File: config.mk
export PLATFORM = sky130hd
export DESIGN_NAME = path_reader
export DESIGN_NICKNAME = d
export VERILOG_FILES = /design/src/rtl/maze_pkg.sv /design/src/rtl/step_decode.sv /design/src/rtl/path_reader.sv
export SDC_FILE = /design/constraint.sdc
export NUM_CORES = 1
export LEC_CHECK = 0
export CORE_MARGIN = 8
export CORE_UTILIZATION = 35
export CTS_CLUSTER_DIAMETER = 50
export DETAILED_ROUTE_END_ITERATION = 12
export GPL_ROUTABILITY_DRIVEN = 0
export PLACE_DENSITY = 0.53
export SLEW_MARGIN = 40
export SYNTH_ARGS = -nofsm -noshare
export SYNTH_HDL_FRONTEND = slang
export SYNTH_SLANG_ARGS = --single-unit
File: constraint.sdc
create_clock -name clk -period 5.7 [get_ports clk]
set_clock_uncertainty 0.2 [all_clocks]
set_input_delay 0.57 -clock clk [delete_from_list [all_inputs] [get_ports clk]]
set_output_delay 0.57 -clock clk [all_outputs]
set_load 0.01 [all_outputs]
File: src/rtl/maze_pkg.sv
// Shared types for the maze path reader: packed locations, move codes and replay states.
package maze_pkg;

    typedef logic [7:0] loc_t;

    typedef enum logic [1:0] {
        DIR_YDEC = 2'b00,
        DIR_XINC = 2'b01,
        DIR_XDEC = 2'b10,
        DIR_YINC = 2'b11
    } dir_t;

    typedef enum logic [1:0] {
        IDLE,
        EMIT,
        DONE
    } rd_state_t;

    // Longest run a merged beat can report.
    localparam logic [3:0] RUN_MAX = 4'd15;

endpackage

File: src/rtl/step_decode.sv
// Turns two consecutive locations back into the move code that links them.
// adj_o is low unless exactly one nibble moved by exactly one, without wrap.
module step_decode
    import maze_pkg::*;
(
    input  logic [7:0] prev_i,
    input  logic [7:0] cur_i,
    output dir_t       dir_o,
    output logic       adj_o
);

    // One extra bit keeps F+1 from aliasing onto 0.
    logic [4:0] px, py, cx, cy;

    assign px = {1'b0, prev_i[7:4]};
    assign py = {1'b0, prev_i[3:0]};
    assign cx = {1'b0, cur_i[7:4]};
    assign cy = {1'b0, cur_i[3:0]};

    always_comb begin
        dir_o = DIR_YDEC;
        adj_o = 1'b0;
        if (py == cy) begin
            if (cx == px + 5'd1) begin
                dir_o = DIR_XINC;
                adj_o = 1'b1;
            end else if (px == cx + 5'd1) begin
                dir_o = DIR_XDEC;
                adj_o = 1'b1;
            end
        end else if (px == cx) begin
            if (cy == py + 5'd1) begin
                dir_o = DIR_YINC;
                adj_o = 1'b1;
            end else if (py == cy + 5'd1) begin
                dir_o = DIR_YDEC;
                adj_o = 1'b1;
            end
        end
    end

endmodule

File: src/rtl/path_reader.sv
// Mirrors the solver's location stack and replays it as move codes over valid/ready.
// Optional macro PATH_READER_RUNLEN_EN merges equal consecutive moves into {dirOut, dirRun} beats.
module path_reader
    import maze_pkg::*;
#(
    parameter int DEPTH = 64,
    parameter int AW    = 6
) (
    input  logic          clk,
    input  logic          rst,
    input  logic [7:0]    locIn,
    input  logic          push,
    input  logic          pop,
    input  logic          clear,
    input  logic          start,
    input  logic          dirReady,
    output logic [1:0]    dirOut,
    output logic          dirValid,
    output logic          done,
    output logic          err,
    output logic          ovf,
    output logic          busy,
    output logic [AW:0]   depth
`ifdef PATH_READER_RUNLEN_EN
    ,
    output logic [3:0]    dirRun
`endif
);

    localparam logic [AW:0] FULL = (AW+1)'(DEPTH);
    localparam logic [AW:0] ONE  = (AW+1)'(1);
    localparam logic [AW:0] TWO  = (AW+1)'(2);

    rd_state_t     state_q, state_d;
    loc_t          mem_q [DEPTH];
    logic [AW:0]   depth_q, depth_d, depth_m1;
    logic [AW-1:0] rd_ptr_q, rd_ptr_d, wr_addr;
    loc_t          prev_q, prev_d, cur;
    logic          err_q, err_d, ovf_q, ovf_d;
    logic          wr_en, at_last, step_adj;
    dir_t          step_dir;
`ifdef PATH_READER_RUNLEN_EN
    logic [3:0]    run_q, run_d;
    dir_t          rdir_q, rdir_d;
    logic          beat_q, beat_d, last_q, last_d;
`endif

    assign depth_m1 = depth_q - ONE;
    assign cur      = mem_q[rd_ptr_q];
    assign at_last  = ({1'b0, rd_ptr_q} == depth_m1);

    step_decode u_step (
        .prev_i (prev_q),
        .cur_i  (cur),
        .dir_o  (step_dir),
        .adj_o  (step_adj)
    );

    always_ff @(posedge clk or negedge rst) begin
        if (!rst) state_q <= IDLE;
        else      state_q <= state_d;
    end

    always_comb begin
        state_d = state_q;
        unique case (state_q)
            IDLE: if (!clear && start) state_d = (depth_q >= TWO) ? EMIT : DONE;
`ifdef PATH_READER_RUNLEN_EN
            EMIT: begin
                if (beat_q) begin
                    if (dirReady && last_q) state_d = DONE;
                end else if (!step_adj) begin
                    state_d = DONE;
                end
            end
`else
            EMIT: if (!step_adj || (dirReady && at_last)) state_d = DONE;
`endif
            DONE:    state_d = IDLE;
            default: state_d = IDLE;
        endcase
    end

    always_comb begin
        depth_d  = depth_q;
        err_d    = err_q;
        ovf_d    = ovf_q;
        wr_en    = 1'b0;
        wr_addr  = depth_q[AW-1:0];
        prev_d   = prev_q;
        rd_ptr_d = rd_ptr_q;
`ifdef PATH_READER_RUNLEN_EN
        run_d    = run_q;
        rdir_d   = rdir_q;
        beat_d   = beat_q;
        last_d   = last_q;
`endif
        if (state_q == IDLE) begin
            if (clear) begin
                depth_d = '0;
                err_d   = 1'b0;
                ovf_d   = 1'b0;
            end else begin
                // push+pop on a non-empty stack rewrites the top in place
                if (push && pop && depth_q != '0) begin
                    wr_en   = 1'b1;
                    wr_addr = depth_m1[AW-1:0];
                end else if (push) begin
                    if (depth_q == FULL) begin
                        ovf_d = 1'b1;
                    end else begin
                        wr_en   = 1'b1;
                        depth_d = depth_q + ONE;
                    end
                end else if (pop && depth_q != '0) begin
                    depth_d = depth_m1;
                end
                if (start) begin
                    prev_d   = mem_q[0];
                    rd_ptr_d = AW'(1);
`ifdef PATH_READER_RUNLEN_EN
                    run_d    = '0;
                    beat_d   = 1'b0;
                    last_d   = 1'b0;
`endif
                end
            end
        end else begin
            if (push || pop) err_d = 1'b1;
            if (state_q == EMIT) begin
`ifdef PATH_READER_RUNLEN_EN
                if (beat_q) begin
                    if (dirReady) begin
                        run_d  = '0;
                        beat_d = 1'b0;
                    end
                end else if (!step_adj) begin
                    err_d = 1'b1;
                end else if (run_q != '0 && step_dir != rdir_q) begin
                    // Closing a run costs a cycle; the differing step is re-decoded afterwards.
                    beat_d = 1'b1;
                    last_d = 1'b0;
                end else begin
                    prev_d   = cur;
                    rd_ptr_d = rd_ptr_q + 1'b1;
                    rdir_d   = step_dir;
                    run_d    = run_q + 4'd1;
                    if (at_last || run_q == RUN_MAX - 4'd1) begin
                        beat_d = 1'b1;
                        last_d = at_last;
                    end
                end
`else
                if (!step_adj) begin
                    err_d = 1'b1;
                end else if (dirReady) begin
                    prev_d   = cur;
                    rd_ptr_d = rd_ptr_q + 1'b1;
                end
`endif
            end
        end
    end

    always_ff @(posedge clk or negedge rst) begin
        if (!rst) begin
            depth_q  <= '0;
            err_q    <= 1'b0;
            ovf_q    <= 1'b0;
            rd_ptr_q <= '0;
`ifdef PATH_READER_RUNLEN_EN
            run_q    <= '0;
            beat_q   <= 1'b0;
            last_q   <= 1'b0;
`endif
        end else begin
            depth_q  <= depth_d;
            err_q    <= err_d;
            ovf_q    <= ovf_d;
            rd_ptr_q <= rd_ptr_d;
`ifdef PATH_READER_RUNLEN_EN
            run_q    <= run_d;
            beat_q   <= beat_d;
            last_q   <= last_d;
`endif
        end
    end

    always_ff @(posedge clk) begin
        prev_q <= prev_d;
`ifdef PATH_READER_RUNLEN_EN
        rdir_q <= rdir_d;
`endif
        if (wr_en) mem_q[wr_addr] <= locIn;
    end

    always_comb begin
        busy = (state_q != IDLE);
        done = (state_q == DONE);
`ifdef PATH_READER_RUNLEN_EN
        dirValid = (state_q == EMIT) && beat_q;
        dirOut   = dirValid ? rdir_q : DIR_YDEC;
        dirRun   = dirValid ? run_q : 4'd0;
`else
        dirValid = (state_q == EMIT) && step_adj;
        dirOut   = dirValid ? step_dir : DIR_YDEC;
`endif
    end

    assign err   = err_q;
    assign ovf   = ovf_q;
    assign depth = depth_q;

endmodule

## Yosys cells after proc, flatten, opt, wreduce, memory -nomap -nowiden

Memory sizes are Yosys's and may differ from the RTL's.
Cells that the tools add are included.

- Reduce and logical (&&, ||, !) cells: 23
- Add/subtract/negate cells: 7
- Equal/unequal tests: 17
- Mux-type cells: 52
- Magnitude comparators: 1

Operators with widths:

| cell | number |
|---|---|
| two-way mux 6 bit | 9 |
| two-way mux 8 bit | 6 |
| two-way mux 7 bit | 5 |
| two-way mux 1 bit | 22 |
| adder 4 x 1 -> 5 bit (second input constant) | 4 |
| equality test 4 x 5 -> 1 bit | 4 |
| two-way mux 2 bit | 9 |
| != test 2 bit (second input constant) | 6 |
| nonzero test 2 bit | 6 |
| equality test 4 bit | 2 |
| AND reduction 4 bit | 2 |
| adder 7 x 1 -> 7 bit (second input constant) | 1 |
| equality test 6 x 7 -> 1 bit | 1 |
| equality test 7 bit (second input constant) | 1 |
| greater-or-equal comparator 7 x 2 -> 1 bit (second input constant) | 1 |
| nonzero test 7 bit | 1 |
| subtractor 7 x 1 -> 7 bit (second input constant) | 1 |
| adder 6 x 1 -> 6 bit (second input constant) | 1 |
| logical AND 1 bit | 6 |
| AND reduction 5 bit | 1 |
| one-hot mux 2 bit (2 select lines) | 1 |
| != test 3 bit (second input constant) | 1 |
| nonzero test 3 bit | 1 |
| equality test 2 x 1 -> 1 bit (second input constant) | 1 |
| other kinds (5) | 7 |

- Bits in registers: 25
- Memories: 1
- RAM bits: 512
- Logic and storage cells: 107

Memories:

| memory | depth | bits a word | read ports | clocked after memory_dff | wr ports | line | source |
|---|---|---|---|---|---|---|---|
| mem_q | 64 | 8 | 2 | 0 | 1 | path_reader.sv:35 | `loc_t mem_q [DEPTH];` |

## Logic depth before layout (Yosys ltp)

An unclocked memory read counts as a cell.

- Depth after elaboration: 11
- Mapped depth: 20

## Hierarchy

A second synthesis with hierarchy kept.

- Cell total of the unflattened synthesis: 1291
- Area, all modules: 22819.4 µm²

By module, submodules not included:

| module | sequential area each (µm²) | cells an instance | area an instance (µm²) | instances |
|---|---|---|---|---|
| path_reader | 16040.4 | 1237 | 22404.0 | 1 |
| step_decode | 0.0 | 54 | 415.4 | 1 |

## Least setup slack after synthesis

Ideal clock, no wire load.

- Path type: flip-flop to output port
- From: reg rd_ptr_q[1]
- To: out dirValid
- Arrival time: 3865 ps
- Buffers on the path: 6
- Path slack: 1065 ps
- Cell stages (with the launch flop): 18
- Cells stage by stage: dfrtp_1 > buf_2 > buf_4 > buf_4 > buf_2 > clkbuf_1 > mux4_2 > o21ai_0 > a221oi_1 > nor2_1 > inv_1 > ha_1 > o21ba_2 > a221o_1 > or3_1 > buf_6 > a21oi_1 > and2_1

- Word-level cells in the longest chain between the ends: 8

Ends and longest elaborated chain:

| what | line | source |
|---|---|---|
| start: declaration | path_reader.sv:37 | `logic [AW-1:0] rd_ptr_q, rd_ptr_d, wr_addr;` |
| start signal: assignment | path_reader.sv:180 | `rd_ptr_q <= rd_ptr_d;` |
| memory (64 x 8 bit) (*) | -- |  |
| adder 4 x 1 -> 5 bit | step_decode.sv:35 | `end else if (py == cy + 5'd1) begin` |
| equality test 4 x 5 -> 1 bit | step_decode.sv:35 |  |
| two-way mux 1 bit | step_decode.sv:35 |  |
| two-way mux 1 bit | step_decode.sv:32 | `if (cy == py + 5'd1) begin` |
| two-way mux 1 bit | step_decode.sv:31 | `end else if (px == cx) begin` |
| two-way mux 1 bit (*) | step_decode.sv:23 | `if (py == cy) begin` |
| logical AND 1 bit (*) | path_reader.sv:205 | `dirValid = (state_q == EMIT) && step_adj;` |
| end: declaration | path_reader.sv:18 | `output logic dirValid,` |

Mark *: on every way between the ends. The rest lies on a longest branch, timed or not.

## Final worst setup path

- From: reg rd_ptr_q[1]
- To: out dirOut[1]

- Word-level cells in the longest chain between the ends: 9

Ends and longest elaborated chain:

| what | line | source |
|---|---|---|
| memory (64 x 8 bit) (*) | -- |  |
| adder 4 x 1 -> 5 bit | step_decode.sv:35 |  |
| equality test 4 x 5 -> 1 bit | step_decode.sv:35 |  |
| two-way mux 1 bit | step_decode.sv:35 |  |
| two-way mux 1 bit | step_decode.sv:32 |  |
| two-way mux 1 bit | step_decode.sv:31 |  |
| two-way mux 1 bit | step_decode.sv:23 |  |
| logical AND 1 bit | path_reader.sv:205 |  |
| two-way mux 2 bit (*) | path_reader.sv:206 | `dirOut = dirValid ? step_dir : DIR_YDEC;` |
| end: declaration | path_reader.sv:17 | `output logic [1:0] dirOut,` |

Marks and branches as above.

==> summary.md <==
| Metric | Value |
|---|---|
| 1st-pass router iterations | `7` |
| Crit-path leading delay family | `simple AND/OR/NAND/NOR gates` |
| Sequential Power Share | `40.7%` |
| Max_slew headroom | `43.5%` |
| Final-report setup violation count | `0` |
| Pwr/cell area | `421 nW/um^2` |
| Row Count | `93` |
| Syn Area/Cell | `16.7 sq um` |
| Synthesis-stage register bit count | `537` |
| PortBufs | `28` |
| Final Hold Viols | `0` |
| Final WL | `61.6 mm` |
| Slew @ Worst Pin | `0.844 ns` |
| GRT overflow | `0` |
| Worst path bufs/invs | `2` |
| Routed Antenna Nets | `1` |
| CP arrival | `4.75 ns` |
| Psw | `3.43 mW` |
| Synth Instances | `1363` |
| Max_cap viols | `0` |
| Synth Flop Type | `edfxtp_1` |
| Unrepaired setup endpoints after global routing | `no` |
| Post-synth ARST share | `3.17%` |
| Worst-Skew Late Latency | `0.63 ns` |
| Max VDD drop | `0.214 mV` |
| Worst R2R End | `rd_ptr_q[1]` |
| Sequential area share after synthesis | `70.4%` |
| Static Leak | `9.22 nW` |
| Post-synth top area cell | `edfxtp_1` |
| DP HPWL | `39.9 mm` |
| Residual DRC | `0` |
| Status | `finished with violations` |
| CP max FO | `7` |
| WS Path Type | `reg -> out` |
| Clock buffer count from CTS | `61` |
| Period Utilization, post-route | `96.9%` |
| Clock Power Share | `33.5%` |
| Synthesized area | `22800 sq um` |
| Most area-consuming cells after synthesis | `edfxtp_1 69%, mux4_2 7.5%, mux2i_1 4.6%` |
| Setup Total Neg Slack | `0 ns` |
| Critical Path RT | `4.93 ns` |
| Routed vias | `12900` |
| EDFF count, synth | `520` |
| Core footprint | `64500 sq um` |
| P&R area growth vs syn | `17.5%` |
| Failing checks | `antenna violations` |
| Startpoint types | `register` |
| Height of the die | `271 microns` |
| Largest net degree at the start of global routing | `65` |
| Die X | `271 microns` |
| CTS tree | `done` |
| Hold slack | `0.249 ns` |
| First-pass GRT wire length | `89.2 mm` |
| DR WL/cell | `25.6 microns` |
| Most common cell in the synthesized netlist | `edfxtp_1` |
| Max Slew Vio Count | `0` |
| Total global-route track usage | `16.3%` |
| Distinct cell type count after synthesis | `72` |
| Nets | `1525` |
| Vias in the first global route | `12800` |
| Reg2reg path depth | `13` |
| DRT iter0 DRCs | `1257` |
| Share of cells above drive strength 1 | `25.0%` |
| Worst-path cell chain | `nor2b_1 > buf_4 > a21oi_1 > a211oi_2 > nor3_2 > or3_4 > a211o_1 > or4b_4 > o41a_4 > nand2b_1 > nor2_1 > clkbuf_2` |
| Pint | `7.83 mW` |
| Worst path slowest cell | `nor2b_1` |
| Clock sink total | `537` |
| Syn nets | `1387` |
| Sw frac | `30.5%` |
| Max Clock Freq | `181 MHz` |
| Initial Util | `35.3%` |
| Initial antenna violation count | `0` |
| I/O Pins | `29` |
| Ys Warns | `0` |
| Combinational fraction of design power | `25.9%` |
| Pre-CTS setup slack | `0.0727 ns` |
| CP max stage delay | `0.67 ns` |
| Share of the synthesized area in the top cell type | `68.5%` |
| Vias/cell | `5.34` |
| H-tree depth | `2` |
| Tmin final | `5.52 ns` |
| Fillers | `5805` |
| Min-delay worst type | `in -> async` |
| Die area | `73500 sq um` |
| RR Startpoint | `rd_ptr_q[1]` |
| CTS Buffer Depth | `3` |
| Clock slew at the register clock pins of the worst setup and hold paths | `0.06 ns` |
| CP Capture Type | `primary output` |
| Clock root cell | `clkbuf_16` |
| Final worst-path setup slack | `0.177 ns` |
| R2R setup slack | `0.65 ns` |
| Synth top cells by count | `520 x edfxtp_1, 106 x nor2_1, 105 x mux2i_1` |
==> power groups by stage <==
stage	clock, mW	combinational, mW	sequential, mW
6_report	3.77	2.91	4.58
5_1_grt	3.99	3.12	4.59
3_5_place_dp	0	2.80	4.67
3_3_place_gp	0	2.77	4.66
2_1_floorplan	0	1.86	4.59
4_1_cts	3.84	2.91	4.58
==> state kept, by name (all words and copies together) (netlist names) <==
register / cells
depth: 7
err: 1
mem_q: 512
ovf: 1
prev_q: 8
rd_ptr_q: 6
state_q: 2
==> per-layer routing <==
layer	GRT usage, %	part of all wire (%)	up-vias
met2	26.0	47	395
met1	22.3	44	6645
li1	-	-	5745
met5	0	0	-
met3	3.15	5.7	97
met4	5.21	2.7	0
==> worst max-delay path by stage <==
| stage | start | endpoint | slack [ns] | depth (start not counted) |
|---|---|---|---|---|
| detailed placement | rd_ptr_q[0] | dirValid | 0.07 | 13 |
| CTS | rd_ptr_q[0] | dirOut[1] | 0.02 | 14 |
| floorplan | rd_ptr_q[1] | dirValid | 1.07 | 17 |
| global placement | rd_ptr_q[0] | dirOut[1] | 0.05 | 13 |
| global route | rd_ptr_q[0] | dirOut[1] | 0.02 | 14 |
| finish | rd_ptr_q[1] | dirOut[1] | 0.18 | 12 |
==> per-stage QoR <==
| stage | power, mW | std cells | util [%] | instance area, sq um |
|---|---|---|---|---|
| after CTS | 11.3 | 2402 | 41.4 | 26700 |
| after global routing | 11.7 | 2404 | 41.5 | 26800 |
| after floorplan | 6.45 | 1363 | - | 22800 |
| after detailed placement | 7.47 | 2279 | 38.1 | 24500 |
| final | 11.3 | 2411 | 41.5 | 26800 |
| after global placement | 7.43 | 2278 | 38.0 | 24500 |
==> layout make-up <==
type | count | area (sq um) | share of cell area, %
multi-input combinational | 730 | 6320 | 23.6
clock inverter | 38 | 344 | 1.28
clock buffer | 73 | 1590 | 5.95
tap | 855 | 1070 | 4.00
sequential | 537 | 16000 | 59.9
antenna | 7 | 17.5 | 0.0654
timing repair buffer | 154 | 1320 | 4.93
inverter | 17 | 63.8 | 0.238
==> cell usage in the layout, fill, tap and decap left out, types with 5 or more instances in the layout <==
cell / Yosys / layout
xor2_1: 12 / 11
clkbuf_1: 42 / 11
mux4_2: 76 / 76
mux2i_1: 105 / 105
nand3_1: 15 / 14
or2_2: 9 / 9
nor2b_1: 14 / 10
a21oi_1: 51 / 50
a211oi_2: 6 / 7
o22ai_1: 8 / 8
nand2_1: 56 / 56
and2_1: 15 / 15
ha_1: 9 / 9
edfxtp_1: 520 / 520
o21ai_0: 31 / 29
clkdlybuf4s50_1: 0 / 16
o211ai_1: 8 / 8
o221ai_1: 21 / 20
nand2b_1: 11 / 11
mux2_2: 10 / 10
buf_2: 12 / 9
dfrtp_1: 17 / 14
nor2_1: 106 / 85
buf_4: 5 / 114
a221oi_1: 13 / 12
xnor2_1: 11 / 11
and3_1: 7 / 7
clkinv_2: 0 / 12
a2bb2oi_1: 8 / 8
a31oi_1: 6 / 6
nor3_1: 27 / 24
nor4_1: 6 / 6
clkinv_1: 1 / 7
diode_2: 0 / 7
clkbuf_16: 0 / 62
a211oi_1: 13 / 12
inv_6: 0 / 5
nor2_2: 0 / 21
inv_1: 16 / 16
==> cell families after synthesis <==
logic type | share of synthesized area (%)
simple gates | 5.89
buf+inv | 2.40
flops | 70.4
mux | 13.0
fa+ha+maj | 0.494
compound gates | 6.96
xor+xnor | 0.884
==> timing repair <==
action                                 4_1_cts  5_1_grt
pin swaps                                    2        1
resized for setup                           15        8
gates cloned                                 2        0
hold buffers                                 1        0
setup endpoints to repair                    3        3
buffers inserted                             9        2
endpoints found under the hold margin       17        0
No activity file was read; power rests on OpenSTA's default activity.
